--- src/rtl/core_pkg.sv ---
// Shared definitions for the multicycle RV32I-subset core controller:
// FSM state encoding, opcode constants and datapath select encodings.
package core_pkg;

  typedef enum logic [3:0] {
    S_FETCH,
    S_DECODE,
    S_EXEC_R,
    S_EXEC_I,
    S_ALU_WB,
    S_MEM_ADDR,
    S_MEM_READ,
    S_MEM_WB,
    S_MEM_WRITE,
    S_BRANCH,
    S_JAL,
    S_ILLEGAL
  } state_t;

  localparam logic [6:0] OP_R      = 7'b0110011;
  localparam logic [6:0] OP_I      = 7'b0010011;
  localparam logic [6:0] OP_LOAD   = 7'b0000011;
  localparam logic [6:0] OP_STORE  = 7'b0100011;
  localparam logic [6:0] OP_BRANCH = 7'b1100011;
  localparam logic [6:0] OP_JAL    = 7'b1101111;

  localparam logic [1:0] SRC_A_PC     = 2'b00;
  localparam logic [1:0] SRC_A_OLD_PC = 2'b01;
  localparam logic [1:0] SRC_A_RS1    = 2'b10;

  localparam logic [1:0] SRC_B_RS2  = 2'b00;
  localparam logic [1:0] SRC_B_IMM  = 2'b01;
  localparam logic [1:0] SRC_B_FOUR = 2'b10;

  localparam logic [1:0] RES_ALU_OUT  = 2'b00;
  localparam logic [1:0] RES_MEM_DATA = 2'b01;
  localparam logic [1:0] RES_ALU_LIVE = 2'b10;

  localparam logic [1:0] ALU_ADD = 2'b00;
  localparam logic [1:0] ALU_SUB = 2'b01;

endpackage

--- src/rtl/instr_decode.sv ---
// Combinational opcode/funct classifier: picks the state that follows
// DECODE and tells MEM_ADDR whether the access is a store.
module instr_decode
  import core_pkg::*;
(
  input  logic [6:0] opcode,
  input  logic [2:0] funct3,
  input  logic [6:0] funct7,
  output state_t     decode_next,
  output logic       is_store
);

  // Classify the instruction; any unsupported encoding maps to ILLEGAL.
  always_comb begin
    decode_next = S_ILLEGAL;
    is_store    = (opcode == OP_STORE);
    case (opcode)
      OP_R:      if (funct3 == 3'b000 && funct7 == 7'b0000000) decode_next = S_EXEC_R;
      OP_I:      if (funct3 == 3'b000) decode_next = S_EXEC_I;
      OP_LOAD,
      OP_STORE:  if (funct3 == 3'b010) decode_next = S_MEM_ADDR;
      OP_BRANCH: if (funct3 == 3'b000) decode_next = S_BRANCH;
      OP_JAL:    decode_next = S_JAL;
      default:   decode_next = S_ILLEGAL;
    endcase
  end

endmodule

--- src/rtl/multicycle_controller.sv ---
// Multicycle sequencer for the ADD/ADDI/BEQ/JAL/SW/LW core: drives PC, IR,
// register file, shared ALU and the unified memory port, counts retirements.
module multicycle_controller
  import core_pkg::*;
#(
  parameter int unsigned INSTRET_W = 32
) (
  input  logic                 clk,
  input  logic                 rst_n,
  input  logic [6:0]           opcode,
  input  logic [2:0]           funct3,
  input  logic [6:0]           funct7,
  input  logic                 zero,
  input  logic                 mem_ready,
  output logic                 mem_req,
  output logic                 mem_write,
  output logic                 adr_src,
  output logic                 ir_write,
  output logic                 pc_write,
  output logic [1:0]           alu_src_a,
  output logic [1:0]           alu_src_b,
  output logic [1:0]           alu_control,
  output logic [1:0]           result_src,
  output logic                 reg_write,
  output logic                 illegal,
  output logic [INSTRET_W-1:0] instret
);

  state_t state;
  state_t state_next;
  state_t decode_next;
  logic   is_store;
  logic   retire;

  instr_decode u_decode (
    .opcode      (opcode),
    .funct3      (funct3),
    .funct7      (funct7),
    .decode_next (decode_next),
    .is_store    (is_store)
  );

  // State register.
  always_ff @(posedge clk or negedge rst_n) begin
    if (!rst_n) state <= S_FETCH;
    else        state <= state_next;
  end

  // Next-state logic; memory states wait for mem_ready.
  always_comb begin
    state_next = state;
    case (state)
      S_FETCH:     if (mem_ready) state_next = S_DECODE;
      S_DECODE:    state_next = decode_next;
      S_EXEC_R:    state_next = S_ALU_WB;
      S_EXEC_I:    state_next = S_ALU_WB;
      S_ALU_WB:    state_next = S_FETCH;
      S_MEM_ADDR:  state_next = is_store ? S_MEM_WRITE : S_MEM_READ;
      S_MEM_READ:  if (mem_ready) state_next = S_MEM_WB;
      S_MEM_WB:    state_next = S_FETCH;
      S_MEM_WRITE: if (mem_ready) state_next = S_FETCH;
      S_BRANCH:    state_next = S_FETCH;
      S_JAL:       state_next = S_ALU_WB;
      S_ILLEGAL:   state_next = S_FETCH;
      default:     state_next = S_FETCH;
    endcase
  end

  // Output decode; gated by rst_n so outputs clear the moment reset asserts,
  // which also abandons any in-flight memory request.
  always_comb begin
    mem_req     = 1'b0;
    mem_write   = 1'b0;
    adr_src     = 1'b0;
    ir_write    = 1'b0;
    pc_write    = 1'b0;
    alu_src_a   = SRC_A_PC;
    alu_src_b   = SRC_B_RS2;
    alu_control = ALU_ADD;
    result_src  = RES_ALU_OUT;
    reg_write   = 1'b0;
    illegal     = 1'b0;
    if (rst_n) begin
      case (state)
        S_FETCH: begin
          mem_req    = 1'b1;
          alu_src_a  = SRC_A_PC;
          alu_src_b  = SRC_B_FOUR;
          result_src = RES_ALU_LIVE;
          ir_write   = mem_ready;
          pc_write   = mem_ready;
        end
        S_DECODE: begin
          alu_src_a = SRC_A_OLD_PC;
          alu_src_b = SRC_B_IMM;
        end
        S_EXEC_R: begin
          alu_src_a   = SRC_A_RS1;
          alu_src_b   = SRC_B_RS2;
          alu_control = ALU_ADD;
        end
        S_EXEC_I, S_MEM_ADDR: begin
          alu_src_a = SRC_A_RS1;
          alu_src_b = SRC_B_IMM;
        end
        S_ALU_WB: begin
          reg_write  = 1'b1;
          result_src = RES_ALU_OUT;
        end
        S_MEM_READ: begin
          mem_req = 1'b1;
          adr_src = 1'b1;
        end
        S_MEM_WB: begin
          reg_write  = 1'b1;
          result_src = RES_MEM_DATA;
        end
        S_MEM_WRITE: begin
          mem_req   = 1'b1;
          mem_write = 1'b1;
          adr_src   = 1'b1;
        end
        S_BRANCH: begin
          alu_src_a   = SRC_A_RS1;
          alu_src_b   = SRC_B_RS2;
          alu_control = ALU_SUB;
          result_src  = RES_ALU_OUT;
          pc_write    = zero;
        end
        S_JAL: begin
          alu_src_a  = SRC_A_OLD_PC;
          alu_src_b  = SRC_B_FOUR;
          result_src = RES_ALU_OUT;
          pc_write   = 1'b1;
        end
        S_ILLEGAL: illegal = 1'b1;
        default: ;
      endcase
    end
  end

  // An instruction retires on its final cycle; JAL retires via ALU_WB only.
  always_comb begin
    retire = 1'b0;
    case (state)
      S_ALU_WB, S_MEM_WB, S_BRANCH: retire = 1'b1;
      S_MEM_WRITE:                  retire = mem_ready;
      default:                      retire = 1'b0;
    endcase
  end

  // Retired-instruction counter, wraps silently.
  always_ff @(posedge clk or negedge rst_n) begin
    if (!rst_n)      instret <= '0;
    else if (retire) instret <= instret + INSTRET_W'(1);
  end

endmodule

--- config.mk ---
export PLATFORM = sky130hd
export DESIGN_NAME = multicycle_controller
export DESIGN_NICKNAME = d
export VERILOG_FILES = /design/src/rtl/core_pkg.sv /design/src/rtl/instr_decode.sv /design/src/rtl/multicycle_controller.sv
export SDC_FILE = /design/constraint.sdc
export NUM_CORES = 1
export LEC_CHECK = 0
export CORE_MARGIN = 2
export CORE_UTILIZATION = 50
export DETAILED_ROUTE_END_ITERATION = 16
export GPL_ROUTABILITY_DRIVEN = 1
export GPL_TIMING_DRIVEN = 0
export PLACE_DENSITY = 0.85
export SYNTH_ARGS = -nofsm -noshare
export SYNTH_HDL_FRONTEND = slang
export SYNTH_SLANG_ARGS = --single-unit
--- constraint.sdc ---
create_clock -name clk -period 4.6 [get_ports clk]
set_input_delay 0.92 -clock clk [delete_from_list [all_inputs] [get_ports clk]]
set_output_delay 0.92 -clock clk [all_outputs]
set_load 0.01 [all_outputs]
==> flow_summary.toml <==
[clock_network]
h-tree-depth = 2
cts_hold_buffers = 0
cts_made_buffers = 5
clk_pin_slew_ns = 0.07
tritoncts = "built"
ctsResizeCount = 0
cts_buffer_depth = 2
clkSinkCount = 36
insertion_delay_ns = 0.28
root_buffer = "clkbuf_8"
post_cts.repair.setup_buffers = 0

[die]
die_h_um = 69.97
die_x_um = 69.97
core-area_um2 = 4086
initial_core_util_pct = 53.25
rows = 23
io_pins = 68
dieArea_um2 = 4895

[sta]
period_needed_ns = 3.392
tightestPinTransition_ns = 0.6144
max_freq_mhz = 294.8
rsz0062_at_grt = "false"
slew_violations = 0
worst_hold_slack_ns = 0.4721
clock_skew_ns = 0.004247
hold_viol = 0
maxSlewHeadroom_pct = 58.46
period_share_pct = 73.73
setup_viol = 0
tns_ns = 0
setup_ws_ns = 1.208

[synthesis]
synth_edf_count = 0
avgSynthCellArea_um2 = 9.845
postSynthCellCount = 221
synthArstFlopShare_pct = 100.0
yosysSeqAreaShare_pct = 41.40
ys_types = 50
yosys_warnings = 0
synthesis.nets = 243
synth_top_flop_cell = "dfrtp_1"
synth-seq-cells = 36
netlist_area_um2 = 2176

[pwr]
p_sw_w = 0.0004301
pwr-share-clk_pct = 20.0
combPwrFrac_pct = 44.6
p_sw_share_pct = 38.13
power_density_nw_per_um2 = 375.4
seqPwrFrac_pct = 35.4
p_leak_nw = 1.139
ir_drop_v = 0.0002831
p_int_w = 0.0006978

[layout]
nFillCells = 326
syn_to_final_growth_pct = 38.07
multi_input_area_um2 = 1212
fin_util_pct = 73.52
drive_above_1_share_pct = 8.784
nets = 317
regArea_um2 = 900.9
n_antenna_cell = 0
layout.cells.non_filler = 346

[worst_setup_path]
worstPathRequired_ns = 3.68
cp_max_fo = 6
r2r-end = "instret[24]"
slowest_stage = "clkdlybuf4s50_1"
critPathLaunchType = "input pin"
critPathMaxStageDelay_ns = 0.60
timing.rr.start = "state[1]"
critPathCaptureType = "output pin"
cp_cell_sequence = "clkdlybuf4s50_1 > nand2_1 > a21o_1 > a21oi_1 > clkdlybuf4s50_1"
crit_type = "in2out"
arrival_ns = 2.47
r2r_slack_ns = 2.72
crit_top_cell = "clkdlybuf4s50_1"
ff2ff_path_depth = 6

[grt]
grt_pass1_wl_mm = 8.569
grt_max_degree = 45
grt_pass1_vias = 1876
grtUsageTotal_pct = 21.38
grt_overflow = 0
antenna_found_initial = 0

[placement]
placed_cells_incl_taps = 338
dp_hpwl_mm = 3.800
pre_cts_ws_ns = 1.246
port_buffers = 66
place.gp.congestion = 0.8103

[hold_path]
hold_path.class = "reg2reg"
holdPathEnd = "instret[31]"
worstHoldStart = "instret[31]"
min_path_cells = 1

[status]
outcome = "completed"

[drt]
viasPerCell = 5.783
drc = 0
firstDrtPassIters = 4
ant_nets = 0
drt_first_iter_violations = 93
vias = 2001
wirelength_mm = 5.169
wl_per_cell_um = 14.94

[job]
maxCapViolCount = 0
-- how the worst max path moves through the flow --
stage,slack [ns],from,cells after the start,end
3_5_place_dp,1.25,mem_ready,5,pc_write
5_1_grt,1.11,mem_ready,5,pc_write
6_report,1.21,mem_ready,5,pc_write
3_3_place_gp,-0.13,rst_n,4,mem_write
4_1_cts,1.24,mem_ready,5,pc_write
2_1_floorplan,2.31,zero,3,pc_write
-- cells in the mapped netlist (3+ instances only) --
library cell / n / area (um^2)
dfrtp_1: 36 / 900.9
xor2_1: 23 / 201.4
nand2_1: 18 / 67.56
nor3_1: 16 / 80.08
nand3_1: 14 / 70.07
nand4_1: 11 / 68.82
nor2_1: 10 / 37.54
xnor2_1: 10 / 87.58
and2_1: 5 / 31.28
and3_1: 5 / 31.28
and4_1: 5 / 43.79
nor4b_1: 5 / 43.79
o21ai_0: 5 / 25.02
a21oi_1: 4 / 20.02
nand2b_1: 4 / 25.02
nor4_1: 4 / 25.02
a211oi_1: 3 / 22.52
buf_2: 3 / 15.01
nand4bb_1: 3 / 33.78
-- sequential cells by signal (all words and copies together), names as in the netlist --
register / flops
instret: 32
state: 4
-- layout make-up --
type | instances | share of cell area (%)
inverters | 2 | 0.2499
clock buffers | 8 | 2.999
well taps | 50 | 2.082
flip-flops and latches | 36 | 29.99
repair buffers | 67 | 22.49
plain buffers | 10 | 1.833
multi-input cells | 173 | 40.36
-- placed cells by master, fill, tap and decap left out, types with 2 or more instances in the layout --
cell / n
nor4_1: 4
clkbuf_2: 2
a21o_1: 2
and3_1: 5
inv_1: 2
nand4bb_1: 3
xor2_1: 23
clkbuf_1: 4
o21ai_0: 5
nand3_1: 14
a21oi_1: 4
nand4_1: 11
nand2b_1: 4
nor3_1: 16
and4_1: 5
nand2_1: 18
dfrtp_1: 36
xnor2_1: 10
nor2_1: 10
or4_1: 2
nor4_2: 2
buf_2: 4
nor4b_1: 5
and2_1: 5
clkdlybuf4s50_1: 65
a211oi_1: 3
clkbuf_8: 6
-- power by group through the flow --
stage                     Combinational (W)  Clock (W)  Sequential (W)
after floorplan                    0.000296          0        0.000405
after global placement             0.000488          0        0.000403
after detailed placement           0.000495          0        0.000405
after CTS                          0.000503   0.000230        0.000399
after global routing               0.000550   0.000244        0.000405
final                              0.000503   0.000226        0.000399
-- stage by stage --
step	instance area, um^2	power (W)
6_report	3004	0.001128
5_1_grt	3004	0.001199
4_1_cts	3004	0.001132
3_5_place_dp	2914	0.0008996
3_3_place_gp	2899	0.0008912
2_1_floorplan	2176	0.0007017
-- worst max-delay path, delay by kind of cell --
kind	cells	cell delay, ns
and+or+nand+nor	1	0.08
AOI/OAI and AO/OA	2	0.32
buffers and inverters	2	1.16
-- per-layer routing --
metal / track usage, % / vias up / part of all wire, %
met5: 0 / - / 0
met4: 5.128 / 0 / 0.99
met3: 5.195 / 4 / 5.9
met2: 37.14 / 71 / 49
met1: 26.74 / 959 / 44
li1: - / 967 / -
-- kinds of logic after synthesis --
kind of cell	share of synthesized area (%)
and+or+nand+nor	34.56
DFF	41.40
xor gates and xnor gates	13.28
AOI/OAI and AO/OA	7.131
buffers and inverters	2.875
adders and majority gates	0.5750
other	0.1723
Power figures use the tool's default switching activity.
